[src/rtl/inst_fetch_queue.sv]
// Instruction prefetch queue: req/ack fetch from imem, PC-tagged FIFO, valid/ready out, redirect flush.
// Optional FETCHQ_STATS_EN adds stall_cycles / squash_count saturating counters.
module inst_fetch_queue #(
  parameter int          DEPTH    = 4,
  parameter logic [31:0] RESET_PC = 32'h0
) (
  input  logic        clock,
  input  logic        reset,
  output logic        imem_req,
  output logic [29:0] imem_addr,
  input  logic        imem_ack,
  input  logic [31:0] imem_data,
  output logic        inst_valid,
  output logic [31:0] inst,
  output logic [31:0] inst_pc,
  input  logic        inst_ready,
  input  logic        redirect,
  input  logic [31:0] redirect_pc
`ifdef FETCHQ_STATS_EN
  ,
  output logic [31:0] stall_cycles,
  output logic [15:0] squash_count
`endif
);

  localparam int AW = $clog2(DEPTH);
  localparam logic [AW:0] FULL = (AW+1)'(DEPTH);

  typedef enum logic [1:0] {IDLE, REQ, SQUASH} state_t;

  state_t        state;
  logic [31:0]   fetch_pc;
  logic [29:0]   squash_addr;
  logic [31:0]   mem_inst [DEPTH];
  logic [31:0]   mem_pc   [DEPTH];
  logic [AW-1:0] rd_ptr;
  logic [AW-1:0] wr_ptr;
  logic [AW:0]   count;
  logic [AW:0]   count_next;
  logic          push;
  logic          pop;

  assign push       = (state == REQ) && imem_ack && !redirect;
  assign pop        = inst_valid && inst_ready && !redirect;
  assign count_next = count + {{AW{1'b0}}, push} - {{AW{1'b0}}, pop};

  assign imem_req   = (state != IDLE);
  // A squashed request keeps its original address until the memory acks it.
  assign imem_addr  = (state == SQUASH) ? squash_addr : fetch_pc[31:2];
  assign inst_valid = (count != '0);
  assign inst       = mem_inst[rd_ptr];
  assign inst_pc    = mem_pc[rd_ptr];

  always_ff @(posedge clock) begin
    if (reset) begin
      state       <= IDLE;
      fetch_pc    <= RESET_PC;
      squash_addr <= '0;
      rd_ptr      <= '0;
      wr_ptr      <= '0;
      count       <= '0;
      for (int i = 0; i < DEPTH; i++) begin
        mem_inst[i] <= '0;
        mem_pc[i]   <= '0;
      end
    end else if (redirect) begin
      rd_ptr   <= '0;
      wr_ptr   <= '0;
      count    <= '0;
      fetch_pc <= redirect_pc & ~32'h3;
      case (state)
        REQ: begin
          if (imem_ack) begin
            state <= IDLE;
          end else begin
            state       <= SQUASH;
            squash_addr <= fetch_pc[31:2];
          end
        end
        SQUASH: begin
          if (imem_ack) state <= IDLE;
        end
        default: state <= IDLE;
      endcase
    end else begin
      if (push) begin
        mem_inst[wr_ptr] <= imem_data;
        mem_pc[wr_ptr]   <= fetch_pc;
        wr_ptr           <= wr_ptr + 1'b1;
        fetch_pc         <= fetch_pc + 32'd4;
      end
      if (pop) rd_ptr <= rd_ptr + 1'b1;
      count <= count_next;
      // Space is reserved at issue time, so an accepted ack always has a slot.
      case (state)
        IDLE: begin
          if (count_next < FULL) state <= REQ;
        end
        REQ: begin
          if (imem_ack) state <= (count_next < FULL) ? REQ : IDLE;
        end
        SQUASH: begin
          if (imem_ack) state <= IDLE;
        end
        default: state <= IDLE;
      endcase
    end
  end

`ifdef FETCHQ_STATS_EN
  logic squash_evt;
  assign squash_evt = imem_ack && ((state == SQUASH) || ((state == REQ) && redirect));

  always_ff @(posedge clock) begin
    if (reset) begin
      stall_cycles <= '0;
      squash_count <= '0;
    end else begin
      if (!inst_valid && !redirect && (stall_cycles != '1)) stall_cycles <= stall_cycles + 32'd1;
      if (squash_evt && (squash_count != '1)) squash_count <= squash_count + 16'd1;
    end
  end
`endif

endmodule
[config.mk]
export PLATFORM = sky130hd
export DESIGN_NAME = inst_fetch_queue
export DESIGN_NICKNAME = d
export VERILOG_FILES = /design/src/rtl/inst_fetch_queue.sv
export SDC_FILE = /design/constraint.sdc
export NUM_CORES = 1
export LEC_CHECK = 0
export CORE_AREA = 3 3 223 225
export DETAILED_ROUTE_END_ITERATION = 6
export DIE_AREA = 0 0 226 228
export PLACE_DENSITY_LB_ADDON = 0.1
export SLEW_MARGIN = 5
export SYNTH_ARGS = -nofsm -noshare
export SYNTH_HDL_FRONTEND = slang
export SYNTH_SLANG_ARGS = --single-unit
export TNS_END_PERCENT = 100
[constraint.sdc]
create_clock -name clock -period 8.1 [get_ports clock]
set_clock_uncertainty 0.2 [all_clocks]
set_input_delay 0.81 -clock clock [delete_from_list [all_inputs] [get_ports clock]]
set_output_delay 0.81 -clock clock [all_outputs]
set_load 0.02 [all_outputs]
### After elaboration in Yosys (flattened, before gate mapping)

Memories as Yosys holds them, arrays and structs flattened. A register that Yosys moved wholly into a read port is not among the register bits.
Index checks and enable logic that the tools add are counted.

| cells by class | value |
|---|---|
| add/sub/neg operators | 5 |
| magnitude comparators | 1 |
| eq/ne operators | 4 |
| multiplexer cells | 27 |
| bitwise gates (word level) | 1 |
| reduce and logical (&&, ||, !) cells | 14 |

Operators by type and width:

| operator | number |
|---|---|
| $mux W32 | 4 |
| $reduce_or A32 Y1 | 2 |
| $add A32 B3 Y32 const B | 1 |
| $mux W30 | 1 |
| $mux W2 | 11 |
| $mux W1 | 9 |
| $ne A3 B3 Y1 const B | 2 |
| $pmux W2 S3 | 1 |
| $add A2 B1 Y2 const B | 2 |
| $logic_and A1 B1 Y1 | 4 |
| $pmux W2 S2 | 1 |
| $reduce_bool A2 Y1 | 2 |
| $add A3 B1 Y3 | 1 |
| $lt A3 B3 Y1 const B | 1 |
| $reduce_and A3 Y1 | 1 |
| $reduce_bool A3 Y1 | 1 |
| $sub A3 B1 Y3 | 1 |
| $eq A2 B1 Y1 const B | 1 |
| $eq A2 B2 Y1 const B | 1 |
| $logic_not A2 Y1 | 1 |
| $reduce_and A2 Y1 | 1 |
| $reduce_or A2 Y1 | 1 |
| $logic_not A1 Y1 | 1 |
| $not A1 Y1 | 1 |

| storage, ports and cells | value |
|---|---|
| register bits | 71 |
| bits in writable memories | 256 |
| input bits | 69 |
| output and inout port bits | 96 |
| logic and storage cells | 61 |
| memories | 2 |

Memory list:

| name | words | width | read ports | clocked after memory_dff | write ports | line | text |
|---|---|---|---|---|---|---|---|
| mem_inst | 4 | 32 | 1 | 1 | 4 | 34 | `logic [31:0] mem_inst [DEPTH];` |
| mem_pc | 4 | 32 | 1 | 1 | 4 | 35 | `logic [31:0] mem_pc [DEPTH];` |

### Longest topological paths before layout

| logic depth | value |
|---|---|
| word-level depth | 10 |
| depth in mapped cells | 12 |
| depth with buffers taken out | 11 |

### Worst setup path before layout

Ideal clock, no wire load.

| timing | value |
|---|---|
| kind | input-to-reg |
| start | input port redirect |
| end | memory mem_inst[3][0], enable pin |
| library setup time | 0.495 ns |
| data arrival time | 4.246 ns |
| data required time | 7.405 ns |
| setup slack | 3.160 ns |
| stages | 4 |
| path buffers | 1 |
| cells stage by stage | inv_1 > buf_1 > nand3_1 > o21bai_1 |

RTL lines:

| item | line | text |
|---|---|---|
| from (decl) | 17 | `input logic redirect,` |
| to (decl) | 34 |  |

==> out/qor.tcl <==
set qor(finalCriticalPeriod_ns) 4.333
set qor(cpMostUsedCell) {buf_4}
set qor(setup-tns-final_ns) 0
set qor(drt_first_iter_violations) 405
set qor(slowest_stage) {clkdlybuf4s50_1}
set qor(globalRouteOverflowTotal) 0
set qor(route.vias.total) 8704
set qor(nNetsFinal) 1295
set qor(worstSetupEndpointType) {register}
set qor(cp.depth) 6
set qor(drt_wl_total_mm) 39.09
set qor(cap_viol_max_count) 0
set qor(tritoncts) {built}
set qor(cts.sink_count) 319
set qor(max_freq_mhz) 230.8
set qor(remaining_drc_errors) 0
set qor(final_core_utilization) 0.3706
set qor(finalPower_mw) 3.784
set qor(synth_async_sr_flop_share) 0
set qor(grt_setup_unrepaired) {no}
set qor(final_antenna_net_count) 0
set qor(globalplace.congestion) 0.6980
set qor(final_hold_viol_count) 0
set qor(die_x_um) 226
set qor(chipHeight_um) 228
set qor(number_of_flops_mapped_to_enable_cells_by_yosys) 248
set qor(reg2regPathDepth) 7
set qor(critPathKind) {input pin to register}
set qor(i_o_buffers) 160
set qor(crit_chain) {clkdlybuf4s50_1 -> nand3_1 -> nor3_4 -> buf_4 -> or2_4 -> buf_4}
set qor(cts_made_buffers) 39
set qor(critical_path_required_ns) 8.07
set qor(number_of_synthesized_register_bits) 319
set qor(root_buffer) {clkbuf_16}
set qor(drt-wirelength-per-cell_um) 20.98
set qor(grt_first_pass_wirelength_mm) 59.05
set qor(crit_family) {buffers and inverters}
set qor(insertion_delay_ns) 0.54
set qor(mappedNetlistArea_mm2) 0.01432
set qor(library_cell_with_the_highest_instance_count_after_synthesis) {edfxtp_1}
set qor(outcome) {finished clean}
set qor(syn-instance-count) 1090
set qor(fin_crit_sh) 0.5349
set qor(clock_path_buffers) 3
set qor(synth_top_cell_area_share) 0.5201
set qor(vdd_drop_max_v) 0.0001238
set qor(pwr_density_cell_mw_per_mm2) 213.9
set qor(worst_slew_pin_slew_ns) 1.082
set qor(fin_cells) 1863
set qor(hold_class) {register to register}
set qor(cp.arrival_ns) 4.31
set qor(hold_ws_ns) 0.2522
set qor(cts_htree_levels) 2
set qor(ys_warn_count) 0
set qor(critPathMaxStageDelay_ns) 0.78
set qor(core.rowCount) 80
set qor(min_delay_path_depth) 2
set qor(synthesis_to_layout_area_growth_pct) 23.58
set qor(post-cts-setup-buffers) 0
set qor(slew-limit-headroom) 0.2784
set qor(avgViaCountPerCell) 4.672
set qor(clk_pin_slew_ns) 0.05
set qor(synth_top_cells_by_count) {248 x edfxtp_1, 184 x and2_1, 103 x nand2_1, 80 x nor2_1, 71 x dfxtp_1}
set qor(grt.total_usage) 0.1522
set qor(synth.yosys.seq_area_share) 0.6194
set qor(timing.critical_path.fanout_max) 63
set qor(post_synth_num_cell_types) 48
set qor(total_iterations_of_the_first_detailed_routing_run) 4
set qor(post-dp-hpwl_mm) 22.11
set qor(power_leakage_nw) 6.214
set qor(post_cts_hold_buffer_count) 0
set qor(fp.coreArea_mm2) 0.04775
set qor(worst-path-buf-inv) 3
set qor(post_cts_resized) 0
set qor(setup_viol) 0
set qor(finalMaxSlewViolations) 0
set qor(pin_count) 165
set qor(grt_antenna_before_repair) 1
set qor(floorplan.initialDensity) 0.2999
set qor(pin_count_of_the_biggest_net_entering_global_routing) 72
set qor(startpoint_type) {input pin}
set qor(netlist.top_cell.by_area) {edfxtp_1}
set qor(post-place-cells) 1792
set qor(avgSynthCellArea_um2) 13.14
set qor(final_layout_size_suffix_gt1_frac) 0.1469
set qor(ys.flop_type) {edfxtp_1}
set qor(die_area_mm2) 0.05153
set qor(synth.area.top_cells) {edfxtp_1 52%, dfxtp_1 9.9%, mux4_2 9.8%, and2_1 8.0%, nand2_1 2.7%}
set qor(grt_pass1_vias) 9333
==> path summary, 6_finish.rpt <==
check	to	slack, ns	startpoint
worst max-delay path	mem_inst[0][31]	3.77	imem_ack
worst min-delay path	squash_addr[21]	0.25	squash_addr[21]
worst max register to register	mem_inst[0][31]	3.95	state[1]
worst min register to register	squash_addr[21]	0.25	squash_addr[21]
==> cell usage in the layout (no fill, tap or decap), drive strengths merged, types with 14 or more instances in the layout <==
cell type,n
nand2,103
clkdlybuf4s50,159
mux2,29
inv,31
nor2,80
and2,188
buf,17
xor2,16
nand4,17
a21oi,44
edfxtp,248
nand3,18
mux4,62
clkbuf,53
dfxtp,71
xnor2,14
==> layer usage <==
layer	track usage	up-vias	wire length, um
li1	-	4148	-
met1	0.2074	4345	18120
met2	0.2511	168	18770
met3	0.02803	43	1578
met4	0.03793	0	626
met5	0	-	0
==> worst register-to-register path, stage by stage, from the launching register on <==
cell,delay (ns)
dfxtp_1,0.33
inv_1,0.10
ha_1,0.45
nand3_1,0.53
nor3_4,0.25
buf_4,0.68
or2_4,0.60
buf_4,0.63
==> logic make-up (layout without fill, tap and decap cells) <==
| logic type | count (synthesis) | in the layout | synth area share |
|---|---|---|---|
| and+or+nand+nor | 441 | 441 | 0.1658 |
| DFF | 319 | 319 | 0.6194 |
| buffers and inverters | 120 | 275 | 0.03469 |
| muxes | 94 | 94 | 0.1224 |
| AOI/OAI and AO/OA | 77 | 77 | 0.03155 |
| xor gates and xnor gates | 30 | 30 | 0.01835 |
| adders and majority gates | 8 | 8 | 0.007515 |
| other | 1 | 4 | 0.0002619 |
==> layout make-up <==
cell class | instances | area, um^2
Sequential cell | 319 | 8876
Timing Repair Buffer | 176 | 1717
Clock inverter | 16 | 140.1
Fill cell | 4634 | 30050
Inverter | 30 | 112.6
Multi-Input combinational cell | 652 | 5014
Tap cell | 615 | 769.5
Clock buffer | 53 | 1060
Antenna cell | 2 | 5.005
==> flip-flops by register name (all words and copies together) (netlist names), named ones only <==
name         flops
fetch_pc        30
wr_ptr           2
state            2
count            3
mem_inst       128
squash_addr     30
mem_pc         120
rd_ptr           2
==> per-stage QoR <==
stage | setup slack [ns] | instance area (um^2)
after floorplan | 3.160 | 14320
after global placement | 3.085 | 16490
after detailed placement | 3.068 | 16490
after CTS | 3.628 | 17690
after global routing | 3.528 | 17690
final | 3.767 | 17690
==> report_power, final <==
group          internal [mW]  leakage (nW)  switching (mW)
Sequential              1.82          3.14          0.0446
Clock                  0.980         0.583           0.686
Combinational          0.117          2.49           0.139
Total                   2.91          6.21           0.869
No activity file was read; power rests on OpenSTA's default activity.
